<file path="src/rtl/seg7_scan_driver_if.sv">
// -----------------------------------------------------------------------------
// seg7_scan_driver_if
//   Segment-data handshake between a producer and seg7_scan_driver.
//
//   Handshake: a transfer happens on a rising HCLK edge where seg_valid and
//   seg_ready are both high. The master keeps seg_data stable and seg_valid
//   high until that edge; seg_ready never depends combinationally on
//   seg_valid or seg_data.
//
//   Signals
//     seg_data  [31:0]  four segment bytes, byte k for digit k
//     seg_valid         master offers seg_data this cycle
//     seg_ready         slave can take seg_data this cycle
// -----------------------------------------------------------------------------
interface seg7_scan_driver_if;
  logic [31:0] seg_data;
  logic        seg_valid;
  logic        seg_ready;

  modport master (
    output seg_data,
    output seg_valid,
    input  seg_ready
  );

  modport slave (
    input  seg_data,
    input  seg_valid,
    output seg_ready
  );
endinterface

</file>
<file path="src/rtl/seg7_scan_driver.sv">
// -----------------------------------------------------------------------------
// seg7_scan_driver
//   Multiplexed driver for a four-digit, active-low-select 7-segment display.
//   New frames of segment data arrive through a double buffer (pending ->
//   active). Pending is copied into active only at the end of a full scan,
//   or on every edge while the display is disabled, so a frame never tears.
//
//   Build option: define SEG7_BLANK_EN to insert BLANK_CYCLES of dark time
//   before every digit. Without it each digit follows the previous directly
//   and BLANK_CYCLES has no effect.
//
//   Parameters
//     DWELL_CYCLES  cycles each digit is driven (1..65535)
//     BLANK_CYCLES  dark cycles before each digit (1..255)
//
//   Ports
//     HCLK           clock, rising edge
//     HRESETn        asynchronous active-low reset
//     enable         scan enable; low blanks the display
//     seg_bus        slave side of the segment-data handshake
//     SegA..SegG,DP  segment lines (1 = off when dark)
//     nDigit [3:0]   active-low digit selects
//     frame_done     one-cycle pulse in the last cycle of digit 3
//     dbg_state      current scan state (0 = BLANK, 1 = DRIVE)
// -----------------------------------------------------------------------------
module seg7_scan_driver #(
  parameter int DWELL_CYCLES = 1024,
  parameter int BLANK_CYCLES = 16
) (
  input  logic                  HCLK,
  input  logic                  HRESETn,
  input  logic                  enable,
  seg7_scan_driver_if.slave     seg_bus,
  output logic                  SegA,
  output logic                  SegB,
  output logic                  SegC,
  output logic                  SegD,
  output logic                  SegE,
  output logic                  SegF,
  output logic                  SegG,
  output logic                  DP,
  output logic [3:0]            nDigit,
  output logic                  frame_done,
  output logic                  dbg_state
);

  typedef enum logic {
    ST_BLANK = 1'b0,
    ST_DRIVE = 1'b1
  } state_t;

  // State each digit period begins in: a blank gap when blanking is built in,
  // otherwise straight into driving.
`ifdef SEG7_BLANK_EN
  localparam state_t SCAN_START = ST_BLANK;
`else
  localparam state_t SCAN_START = ST_DRIVE;
`endif

  localparam logic [15:0] DWELL_LAST = 16'(DWELL_CYCLES - 1);
  localparam logic [15:0] BLANK_LAST = 16'(BLANK_CYCLES - 1);

  // Scan state
  state_t      state_q, state_d;
  logic [15:0] cnt_q,   cnt_d;
  logic [1:0]  dig_q,   dig_d;
  // run_q drops on every disabled edge and keeps the display dark; the first
  // enabled edge afterwards re-arms it while holding the counters at zero so
  // the restarted scan gets a full first period.
  logic        run_q,   run_d;

  // Data buffers
  logic [31:0] pending_q;
  logic [31:0] active_q;
  logic        pend_full_q;

  logic        lit;
  logic        accept;
  logic        xfer;
  logic [7:0]  seg_byte;

  // ---------------------------------------------------------------------------
  // FSM: state register
  // ---------------------------------------------------------------------------
  always_ff @(posedge HCLK or negedge HRESETn) begin
    if (!HRESETn) begin
      state_q <= SCAN_START;
      cnt_q   <= 16'd0;
      dig_q   <= 2'd0;
      run_q   <= 1'b1;
    end else begin
      state_q <= state_d;
      cnt_q   <= cnt_d;
      dig_q   <= dig_d;
      run_q   <= run_d;
    end
  end

  // ---------------------------------------------------------------------------
  // FSM: next state
  // ---------------------------------------------------------------------------
  always_comb begin
    state_d = state_q;
    cnt_d   = cnt_q;
    dig_d   = dig_q;
    run_d   = run_q;
    if (!enable) begin
      state_d = SCAN_START;
      cnt_d   = 16'd0;
      dig_d   = 2'd0;
      run_d   = 1'b0;
    end else if (!run_q) begin
      run_d   = 1'b1;
    end else begin
      case (state_q)
        ST_BLANK: begin
          if (cnt_q == BLANK_LAST) begin
            state_d = ST_DRIVE;
            cnt_d   = 16'd0;
          end else begin
            cnt_d   = cnt_q + 16'd1;
          end
        end
        ST_DRIVE: begin
          if (cnt_q == DWELL_LAST) begin
            state_d = SCAN_START;
            cnt_d   = 16'd0;
            dig_d   = dig_q + 2'd1;
          end else begin
            cnt_d   = cnt_q + 16'd1;
          end
        end
        default: begin
          state_d = SCAN_START;
          cnt_d   = 16'd0;
          dig_d   = 2'd0;
        end
      endcase
    end
  end

  // ---------------------------------------------------------------------------
  // FSM: outputs (decoded from registered state only)
  // ---------------------------------------------------------------------------
  always_comb begin
    lit        = run_q && (state_q == ST_DRIVE);
    nDigit     = 4'b1111;
    seg_byte   = 8'hFF;
    frame_done = 1'b0;
    if (lit) begin
      nDigit     = ~(4'b0001 << dig_q);
      seg_byte   = active_q[{dig_q, 3'b000} +: 8];
      frame_done = (dig_q == 2'd3) && (cnt_q == DWELL_LAST);
    end
  end

  assign {DP, SegG, SegF, SegE, SegD, SegC, SegB, SegA} = seg_byte;
  assign dbg_state = (state_q == ST_DRIVE);

  // ---------------------------------------------------------------------------
  // Double buffer
  // accept needs an empty pending slot and xfer needs a full one, so the two
  // can never happen on the same edge.
  // ---------------------------------------------------------------------------
  assign seg_bus.seg_ready = !pend_full_q;
  assign accept = seg_bus.seg_valid && !pend_full_q;
  assign xfer   = pend_full_q && (!enable || frame_done);

  always_ff @(posedge HCLK or negedge HRESETn) begin
    if (!HRESETn) begin
      pending_q   <= 32'd0;
      active_q    <= 32'd0;
      pend_full_q <= 1'b0;
    end else if (accept) begin
      pending_q   <= seg_bus.seg_data;
      pend_full_q <= 1'b1;
    end else if (xfer) begin
      active_q    <= pending_q;
      pend_full_q <= 1'b0;
    end
  end

endmodule

</file>
<file path="src/flat_wrapper.sv">
// flat-port wrapper written by rule: the top's interface ports become plain ports
module seg7_scan_driver_flat 
#(
  parameter int DWELL_CYCLES = 1024,
  parameter int BLANK_CYCLES = 16
)
  (HCLK, HRESETn, enable, SegA, SegB, SegC, SegD, SegE, SegF, SegG, DP, nDigit, frame_done, dbg_state, seg_bus_seg_data, seg_bus_seg_valid, seg_bus_seg_ready);
  seg7_scan_driver_if seg_bus_i ();
  input  logic HCLK;
  input  logic HRESETn;
  input  logic enable;
  output logic SegA;
  output logic SegB;
  output logic SegC;
  output logic SegD;
  output logic SegE;
  output logic SegF;
  output logic SegG;
  output logic DP;
  output logic [3:0] nDigit;
  output logic frame_done;
  output logic dbg_state;
  input wire logic [$bits(seg_bus_i.seg_data)-1:0] seg_bus_seg_data;
  input wire logic [$bits(seg_bus_i.seg_valid)-1:0] seg_bus_seg_valid;
  output wire logic [$bits(seg_bus_i.seg_ready)-1:0] seg_bus_seg_ready;
  assign seg_bus_i.seg_data = seg_bus_seg_data;
  assign seg_bus_i.seg_valid = seg_bus_seg_valid;
  assign seg_bus_seg_ready = seg_bus_i.seg_ready;
  seg7_scan_driver #(.DWELL_CYCLES(DWELL_CYCLES), .BLANK_CYCLES(BLANK_CYCLES)) u_core (.HCLK(HCLK), .HRESETn(HRESETn), .enable(enable), .seg_bus(seg_bus_i), .SegA(SegA), .SegB(SegB), .SegC(SegC), .SegD(SegD), .SegE(SegE), .SegF(SegF), .SegG(SegG), .DP(DP), .nDigit(nDigit), .frame_done(frame_done), .dbg_state(dbg_state));
endmodule
</file>
<file path="config.mk">
export PLATFORM = sky130hd
export DESIGN_NAME = seg7_scan_driver_flat
export DESIGN_NICKNAME = d
export VERILOG_FILES = /design/src/rtl/seg7_scan_driver_if.sv /design/src/rtl/seg7_scan_driver.sv /design/src/flat_wrapper.sv
export SDC_FILE = /design/constraint.sdc
export NUM_CORES = 1
export LEC_CHECK = 0
export ABC_AREA = 1
export BUFFER_PORTS_ARGS = -buffer_cell sky130_fd_sc_hd__buf_2
export CORE_MARGIN = 2
export CORE_UTILIZATION = 45
export CTS_CLUSTER_DIAMETER = 60
export DETAILED_ROUTE_END_ITERATION = 7
export GPL_TIMING_DRIVEN = 0
export REMOVE_ABC_BUFFERS = 1
export SETUP_SLACK_MARGIN = 0.2
export SYNTH_ARGS = -nofsm -noshare
export SYNTH_HDL_FRONTEND = slang
export SYNTH_SLANG_ARGS = --single-unit
export TNS_END_PERCENT = 1
</file>
<file path="constraint.sdc">
create_clock -name HCLK -period 2.59 [get_ports HCLK]
set_input_delay 0.1295 -clock HCLK [delete_from_list [all_inputs] [get_ports HCLK]]
set_output_delay 0.1295 -clock HCLK [all_outputs]
set_load 0.05 [all_outputs]
</file>
==> results.py, run 1 <==
metrics = {
    "clock_network": {
        "clkTransAtPathRegs_ns": 0.09,
        "cts_setup_buffers": 0,
        "clk_path_buf_depth": 2,
        "cts_tree": "built",
        "cts_inserted_buffers": 9,
        "cts.sinks": 85,
        "insertion_delay_ns": 0.36,
        "root_buffer": "clkbuf_8",
        "cts_max_level": 3,
    },
    "routing": {
        "wl_per_cell_um": 13.4,
        "detail_route.wirelength_um": 8690,
        "drt_iter0_markers": 114,
        "firstDrtPassIters": 4,
        "dr_total_vias": 3279,
        "drc": 0,
        "ant_nets": 0,
        "viasPerCell": 5.04,
    },
    "synthesis": {
        "ys_seq_area_frac": 0.519,
        "ys_top_cells_by_area": "dfrtp_1 51%, nand2_1 12%, mux2_2 8.8%",
        "ys_types": 27,
        "ys_ff_latch": 85,
        "async_reset_ff_frac": 1.00,
        "synth_top_flop_cell": "dfrtp_1",
        "synth_edf_count": 0,
        "mappedNetlistArea_um2": 4110,
        "yosysTopAreaCellShare": 0.506,
        "post-synth-top-count-cell": "nand2_1",
        "syn_inst": 463,
        "postSynthAreaPerCell_um2": 8.87,
        "yosys-top-cells-count": "127 x nand2_1, 83 x dfrtp_1, 63 x nor2_1, 47 x nand3_1, 33 x inv_1",
        "yosys_warnings": 0,
        "yosysTopAreaCell": "dfrtp_1",
    },
    "critical_path": {
        "crit_path_end_kind": "register",
        "required_ns": 2.83,
        "r2r_cells": 3,
        "start_kind": "register",
        "cpPeakStageDelay_ns": 0.81,
        "worstPathCellList": "inv_1 -> nand2_2 -> mux2_2",
        "path_class": "register to register",
        "path_max_fanout": 34,
        "slowest_stage": "dfrtp_2",
        "reg2reg_slack_ns": 0.42,
        "crit_end": "u_core.pending_q[24]$_DFFE_PN0P_",
        "rr_startpoint": "u_core.pend_full_q$_DFFE_PN0P_",
        "cp_num_buf_inv": 1,
        "r2r_end": "u_core.pending_q[24]$_DFFE_PN0P_",
        "cp.depth": 3,
        "cp.arrival_ns": 2.41,
        "critPathLaunch": "u_core.pend_full_q$_DFFE_PN0P_",
        "critPathTopFamily": "flip-flops",
    },
    "power_and_ir_drop": {
        "vdd_ir_drop_max_v": 0.000507,
        "power_leakage_uw": 0.00249,
        "powerDensity_nw_per_um2": 701,
        "power_uw": 3470,
    },
    "layout": {
        "layout-drive-gt1-share": 0.219,
        "multiInputGateArea_um2": 1710,
        "synthToLayoutAreaGrowth_pct": 20.5,
        "filler_cell_count": 826,
        "fin_cells": 651,
        "stdcell_area_um2": 4950,
        "final-seq-area_um2": 2130,
        "finish.net_count": 579,
        "antenna_cells": 0,
    },
    "floorplan": {
        "core_um2": 8760,
        "die-width_um": 99.5,
        "ios": 51,
        "initial_core_util": 0.468,
        "die_area_um2": 9900,
        "die_h_um": 99.5,
        "rows": 34,
    },
    "timing": {
        "slew_headroom": 0.459,
        "maxSlewViolCount": 0,
        "setup_tns_ns": 0,
        "finalHoldViolations": 0,
        "fin_crit_sh": 0.837,
        "rsz0062_at_grt": "yes",
        "tightest_slew_ns": 0.809,
        "max_freq_ghz": 0.461,
        "layout_min_cycle_time_ns": 2.17,
        "finalClockSkew_ns": 0.0111,
        "setup_viol": 0,
    },
    "placement": {
        "dp_hpwl_um": 5670,
        "io_buffers": 50,
        "gp_congestion": 0.841,
        "placedInstanceArea_um2": 4400,
        "dp.cells": 604,
    },
    "outcome": {
        "status": "finished clean",
    },
    "global_routing": {
        "grt-ovfl-total": 0,
        "gr-usage-met1": 0.265,
        "grt_max_degree": 50,
        "grt_pass1_vias": 3265,
        "met2_usage": 0.314,
        "antenna_found_initial": 0,
        "grt.total_usage": 0.194,
        "grt_pass1_wl_um": 15300,
        "busiest_layer": "met2",
        "use_met3": 0.0506,
    },
    "min_path": {
        "hold_class": "input pin to register",
    },
    "flow_run": {
        "maxCapViolations": 0,
    },
}
[final cells by class]
type                    count  area share
flip-flops and latches     85       0.431
clock inverters             7      0.0212
clock buffers               9      0.0250
repair buffers             82       0.119
multi-input cells         322       0.346
inverters                  38      0.0296
well taps                 108      0.0273
[sequential cells by signal (all words and copies together) (netlist names)]
signal,count
u_core.active_q,32
u_core.cnt_q,16
u_core.dbg_state,1
u_core.dig_q,2
u_core.pend_full_q,1
u_core.pending_q,32
u_core.run_q,1
[layer usage]
metal / share of wire / up-vias
li1: - / 1640
met1: 0.48 / 1569
met2: 0.46 / 64
met3: 0.045 / 6
met4: 0.0082 / 0
met5: 0 / -
[through the flow]
step,setup WS [ns],hold slack (ns),utilization
3_3_place_gp,-0.361,0.315,0.499
6_report,0.422,0.0106,0.565
5_1_grt,0.187,0.00482,0.565
4_1_cts,0.0131,0.000747,0.563
2_1_floorplan,-0.219,-0.166,-
3_5_place_dp,-0.424,0.133,0.502
[logic make-up after synthesis]
kind of cell             count (synthesis)  synth area share
XOR/XNOR                                 5            0.0107
adder cells (fa/ha/maj)                  5            0.0152
flip-flops                              85             0.519
multiplexers                            32            0.0878
AND/OR/NAND/NOR                        258             0.269
buffers and inverters                   56            0.0643
AO/OA/AOI/OAI                           22            0.0341
[power breakdown]
| part | total, uW | internal, uW | switching [uW] |
|---|---|---|---|
| clock network | 1080 | 558 | 518 |
| logic | 609 | 269 | 341 |
| registers | 1780 | 1610 | 174 |
| total | 3470 | 2430 | 1030 |
[timing repair]
item,4_1_cts,5_1_grt
setup endpoints to repair,43,42
endpoints found under the hold margin,63,1
pin swaps,0,0
gates resized for setup,3,2
hold buffers,30,1
[worst reg2reg max path, stage by stage (launching register included)]
cell and delay [ns]:
dfrtp_2 0.81, inv_1 0.18, nand2_2 0.64, mux2_2 0.43
[placed cells by master (no fill, tap or decap), drive strengths merged]
master         n
clkinv         2
xor2           4
o21ai         14
or2            1
nand3b         1
ha             5
dfstp          2
nor3           3
nor2          66
mux2          32
o311ai         8
inv           40
bufinv         2
buf           51
clkinvlp       1
nand3         49
dlygate4sd3   31
nand4          7
dfrtp         83
clkbuf         9
nand2        131
xnor2          1
[worst min-delay path by stage]
| stage | startpoint | end | slack, ns | cells after the start |
|---|---|---|---|---|
| 2_1_floorplan | HRESETn | u_core.active_q[0]$_DFFE_PN0P_ | -0.17 | 0 |
| 3_3_place_gp | enable | u_core.run_q$_DFF_PN1_ | 0.31 | 1 |
| 3_5_place_dp | HRESETn | u_core.cnt_q[15]$_DFFE_PN0P_ | 0.13 | 1 |
| 4_1_cts | seg_bus_seg_data[1] | u_core.pending_q[1]$_DFFE_PN0P_ | 0.0007 | 2 |
| 5_1_grt | seg_bus_seg_data[1] | u_core.pending_q[1]$_DFFE_PN0P_ | 0.005 | 2 |
| 6_report | seg_bus_seg_data[1] | u_core.pending_q[1]$_DFFE_PN0P_ | 0.01 | 2 |
Note: power is estimated with default switching activity, not from simulation.
==> run 2, diff against run 1 <==
==> constraint.sdc (replaced) <==
create_clock -name HCLK -period 2.3 [get_ports HCLK]
set_input_delay 0.115 -clock HCLK [delete_from_list [all_inputs] [get_ports HCLK]]
set_output_delay 0.115 -clock HCLK [all_outputs]
set_load 0.05 [all_outputs]
==> results.py, run 2 (same netlist as run 1, synthesis figures left out) <==
metrics = {
    "floorplan": {
        "die_area_um2": 9900,
        "die-width_um": 99.5,
        "rows": 34,
        "initial_core_util": 0.468,
        "ios": 51,
        "die_h_um": 99.5,
        "core_um2": 8760,
    },
    "clock_network": {
        "cts_inserted_buffers": 9,
        "cts.sinks": 85,
        "cts_max_level": 3,
        "cts_tree": "built",
        "clkTransAtPathRegs_ns": 0.10,
        "insertion_delay_ns": 0.36,
        "clk_path_buf_depth": 2,
        "root_buffer": "clkbuf_8",
        "cts_setup_buffers": 0,
    },
    "timing": {
        "maxSlewViolCount": 0,
        "layout_min_cycle_time_ns": 2.02,
        "finalHoldViolations": 0,
        "tightest_slew_ns": 0.678,
        "fin_crit_sh": 0.880,
        "rsz0062_at_grt": "yes",
        "setup_viol": 0,
        "max_freq_ghz": 0.494,
        "finalWorstSetupSlack_ns": 0.277,
        "finalClockSkew_ns": 0.00997,
        "slew_headroom": 0.548,
        "finalHoldWorstSlack_ns": 0.0685,
    },
    "layout": {
        "fin_cells": 654,
        "antenna_cells": 0,
        "final-seq-area_um2": 2140,
        "final_common_cell": "nand2_1",
        "multiInputGateArea_um2": 1730,
        "layout_common_cells": "126 x nand2_1, 80 x dfrtp_1, 63 x nor2_1",
        "layout-drive-gt1-share": 0.220,
        "top_regs": "u_core.active_q: 32 flops, u_core.pending_q: 32 flops, u_core.cnt_q: 16 flops",
        "finish.net_count": 582,
        "synthToLayoutAreaGrowth_pct": 21.8,
        "filler_cell_count": 823,
    },
    "placement": {
        "dp_hpwl_um": 5670,
        "io_buffers": 50,
        "dp.cells": 604,
        "gp_congestion": 0.841,
        "pre_cts_ws_ns": -0.714,
    },
    "routing": {
        "dr_total_vias": 3306,
        "viasPerCell": 5.06,
        "drc": 0,
        "drt_iter0_markers": 107,
        "detail_route.wirelength_um": 8870,
        "ant_nets": 0,
        "firstDrtPassIters": 4,
        "wl_per_cell_um": 13.6,
    },
    "global_routing": {
        "grt.total_usage": 0.197,
        "grt_pass1_vias": 3292,
        "antenna_found_initial": 0,
        "grt_pass1_wl_um": 15500,
        "grt-ovfl-total": 0,
        "grt_max_degree": 50,
    },
    "power_and_ir_drop": {
        "power_frac_clock": 0.310,
        "comb_power_share": 0.178,
        "powerDensity_nw_per_um2": 784,
        "sequentialPowerShare": 0.512,
        "p_int_uw": 2750,
        "power_uw": 3920,
        "swShare": 0.299,
        "power_leakage_uw": 0.00251,
        "vdd_ir_drop_max_v": 0.000508,
        "p_switching_uw": 1170,
    },
    "critical_path": {
        "path_max_fanout": 20,
        "start_kind": "register",
        "cp.arrival_ns": 1.91,
        "required_ns": 2.18,
        "crit_path_end_kind": "primary output",
        "reg2reg_slack_ns": 0.31,
        "path_class": "register to primary output",
    },
    "outcome": {
        "status": "finished clean",
    },
    "min_path": {
        "hold_class": "input pin to register",
    },
    "flow_run": {
        "maxCapViolations": 0,
    },
}
==> run 2: path summary, 6_finish.rpt <==
path | startpoint | to | depth (start not counted)
max reg2reg | u_core.cnt_q[0]$_DFFE_PN0P_ | u_core.active_q[6]$_DFFE_PN0P_ | 8
max in group asynchronous | HRESETn | u_core.cnt_q[4]$_DFFE_PN0P_ | 3
min in group asynchronous | HRESETn | u_core.pending_q[16]$_DFFE_PN0P_ | 2
min reg2reg | u_core.active_q[18]$_DFFE_PN0P_ | u_core.active_q[18]$_DFFE_PN0P_ | 2
min | enable | u_core.dig_q[1]$_DFFE_PN0P_ | 3
max | u_core.dig_q[0]$_DFFE_PN0P_ | SegD | 4
==> run 2: metrics by stage <==
step | cell area [um^2] | TNS, ns | utilization
final | 5000 | 0 | 0.571
after global routing | 5000 | 0 | 0.571
after CTS | 4980 | 0 | 0.569
after detailed placement | 4400 | -25.41 | 0.502
after global placement | 4370 | -22.54 | 0.499
after floorplan | 3990 | -15.69 | -
==> run 2: timing repair <==
action	in CTS	in global routing
endpoints found under the hold margin	67	0
gates cloned	0	0
endpoints found under the setup margin	78	44
hold buffers	34	0
gates resized for setup	6	5
==> run 2: worst max-delay path, cell delays in order, from the launching register on <==
cell and delay, ns:
dfrtp_4 0.60, clkinv_4 0.18, nor2_1 0.05, o311ai_0 0.36, buf_2 0.34
==> run 2: area by class of cell <==
class / instances / area share
repair buffers: 85 / 0.125
clock inverters: 7 / 0.0210
multi-input cells: 322 / 0.346
inverters: 38 / 0.0298
well taps: 108 / 0.0270
flip-flops and latches: 85 / 0.427
clock buffers: 9 / 0.0248
==> run 2: metal layers <==
metal | vias up | share of wire | global-route usage
met5 | - | 0 | 0
met4 | 0 | 0.0033 | 0.0411
met3 | 2 | 0.041 | 0.0492
met2 | 66 | 0.48 | 0.324
met1 | 1591 | 0.47 | 0.266
li1 | 1647 | - | -
==> run 2: power groups by stage <==
stage | Sequential (uW) | Clock, uW | Combinational (uW)
after floorplan | 1980 | 0 | 488
after global placement | 2020 | 0 | 636
after detailed placement | 2030 | 0 | 660
after CTS | 2010 | 1250 | 702
after global routing | 2060 | 1300 | 794
final | 2010 | 1220 | 697
==> run 3, diff against run 2 <==
--- a/config.mk
+++ b/config.mk
@@ -7,7 +7,7 @@
 export LEC_CHECK = 0
 export ABC_AREA = 1
 export BUFFER_PORTS_ARGS = -buffer_cell sky130_fd_sc_hd__buf_2
-export CORE_MARGIN = 2
+export CORE_MARGIN = 3
 export CORE_UTILIZATION = 45
 export CTS_CLUSTER_DIAMETER = 60
 export DETAILED_ROUTE_END_ITERATION = 7
==> results.py, run 3 (same netlist as run 1, synthesis figures left out) <==
metrics = {
    "global_routing": {
        "grt-ovfl-total": 0,
        "grt_pass1_wl_um": 15500,
        "grt_max_degree": 64,
        "grt_pass1_vias": 3333,
        "grt.total_usage": 0.190,
        "antenna_found_initial": 0,
    },
    "layout": {
        "fin_cells": 654,
        "layout-drive-gt1-share": 0.220,
        "top_regs": "u_core.active_q: 32 flops, u_core.pending_q: 32 flops, u_core.cnt_q: 16 flops",
        "synthToLayoutAreaGrowth_pct": 21.4,
        "layout_common_cells": "126 x nand2_1, 80 x dfrtp_1, 63 x nor2_1",
        "antenna_cells": 0,
        "utilization": 0.566,
        "filler_cell_count": 826,
        "final_common_cell": "nand2_1",
        "finish.net_count": 582,
    },
    "critical_path": {
        "rr_startpoint": "u_core.cnt_q[0]$_DFFE_PN0P_",
        "reg2reg_slack_ns": 0.34,
        "cp.arrival_ns": 1.90,
        "path_max_fanout": 20,
        "r2r_cells": 8,
        "path_class": "register to primary output",
        "cpPeakStageDelay_ns": 0.60,
        "worstPathCellList": "clkinv_4 -> nor2_1 -> o311ai_0 -> buf_2",
        "start_kind": "register",
        "slowest_stage": "dfrtp_4",
        "required_ns": 2.18,
        "crit_path_end_kind": "primary output",
        "r2r_end": "u_core.active_q[2]$_DFFE_PN0P_",
    },
    "placement": {
        "dp.cells": 604,
        "dp_hpwl_um": 5730,
        "io_buffers": 50,
        "gp_congestion": 0.892,
        "pre_cts_ws_ns": -0.709,
    },
    "routing": {
        "viasPerCell": 5.05,
        "detail_route.wirelength_um": 8780,
        "dr_total_vias": 3304,
        "ant_nets": 0,
        "drt_iter0_markers": 140,
        "drc": 0,
        "firstDrtPassIters": 4,
        "met2_length_um": 4230,
        "met1Wirelength_um": 4080,
        "top_layer": "met4",
        "wl_per_cell_um": 13.4,
        "dr_wl_met3_um": 426,
    },
    "power_and_ir_drop": {
        "vdd_ir_drop_max_v": 0.000489,
        "power_leakage_uw": 0.00251,
        "powerDensity_nw_per_um2": 769,
    },
    "timing": {
        "setup_tns_ns": 0,
        "layout_min_cycle_time_ns": 2.02,
        "finalClockSkew_ns": 0.00719,
        "setup_viol": 0,
        "max_freq_ghz": 0.495,
        "fin_crit_sh": 0.877,
        "rsz0062_at_grt": "yes",
        "finalWorstSetupSlack_ns": 0.282,
        "slew_headroom": 0.553,
        "tightest_slew_ns": 0.671,
        "finalHoldViolations": 0,
        "maxSlewViolCount": 0,
    },
    "floorplan": {
        "die_area_um2": 10300,
        "die_h_um": 102,
        "die-width_um": 102,
        "core_um2": 8810,
        "rows": 34,
        "ios": 51,
        "initial_core_util": 0.466,
    },
    "clock_network": {
        "cts_inserted_buffers": 9,
        "root_buffer": "clkbuf_8",
        "clkTransAtPathRegs_ns": 0.09,
        "insertion_delay_ns": 0.35,
        "cts_max_level": 3,
        "cts.sinks": 85,
        "cts_tree": "built",
        "clk_path_buf_depth": 2,
        "cts_setup_buffers": 0,
    },
    "min_path": {
        "hold_class": "input pin to async pin",
    },
    "flow_run": {
        "maxCapViolations": 0,
    },
    "outcome": {
        "status": "finished clean",
    },
}
==> run 3: cell count changes in the layout (fill, tap and decap cells not counted), sizes merged <==
cell | before | now
bufinv | 2 | 1
clkbuf | 10 | 11
clkinvlp | 1 | 0
inv | 39 | 40
==> run 3: how the worst max path moves through the flow <==
stage	startpoint	to	cells past startpoint
final	u_core.dig_q[0]$_DFFE_PN0P_	SegC	4
after global routing	u_core.dig_q[0]$_DFFE_PN0P_	SegC	4
after CTS	u_core.pend_full_q$_DFFE_PN0P_	u_core.pending_q[18]$_DFFE_PN0P_	3
after detailed placement	u_core.pend_full_q$_DFFE_PN0P_	u_core.pending_q[12]$_DFFE_PN0P_	3
after global placement	u_core.pend_full_q$_DFFE_PN0P_	u_core.pending_q[29]$_DFFE_PN0P_	3
after floorplan	u_core.dig_q[0]$_DFFE_PN0P_	DP	3
==> run 3: final cells by class <==
| cell class | count | area (um^2) | area share |
|---|---|---|---|
| clock buffer | 10 | 138 | 0.0276 |
| clock inverter | 6 | 76.3 | 0.0153 |
| inverter | 38 | 149 | 0.0299 |
| multi-input combinational | 322 | 1730 | 0.347 |
| sequential | 85 | 2140 | 0.428 |
| tap | 108 | 135 | 0.0271 |
| timing repair buffer | 85 | 623 | 0.125 |
==> run 3: per-layer routing <==
metal  up-vias  track usage
met2        73        0.304
met5         -            0
met3         4       0.0399
met4         0       0.0644
met1      1576        0.258
li1       1651            -
==> run 3: worst max-delay path, delay by kind of cell, from the launching register on <==
family	cells	cell delay, ns
flops	1	0.60
buf+inv	2	0.54
compound gates	1	0.37
simple gates	1	0.05
==> run 3: power breakdown <==
group	internal [uW]	switching [uW]	leakage, uW	total, uW
clock	553	578	0.000110	1130
combinational	308	385	0.00135	694
sequential	1810	196	0.00105	2010
==> run 3: metrics by stage <==
step / total power, uW / hold slack (ns) / cell area, um^2
floorplan: 2460 / -0.181 / 3990
global placement: 2660 / 0.299 / 4370
detailed placement: 2690 / 0.0385 / 4400
CTS: 3880 / 0.186 / 4960
global route: 4070 / 0.224 / 4980
finish: 3830 / 0.191 / 4980
==> run 3: what timing repair did <==
item / CTS / global route
gates cloned: 0 / 0
resized for setup: 5 / 6
hold buffers: 34 / 0
endpoints found under the hold margin: 55 / 0
setup endpoints to repair: 78 / 74
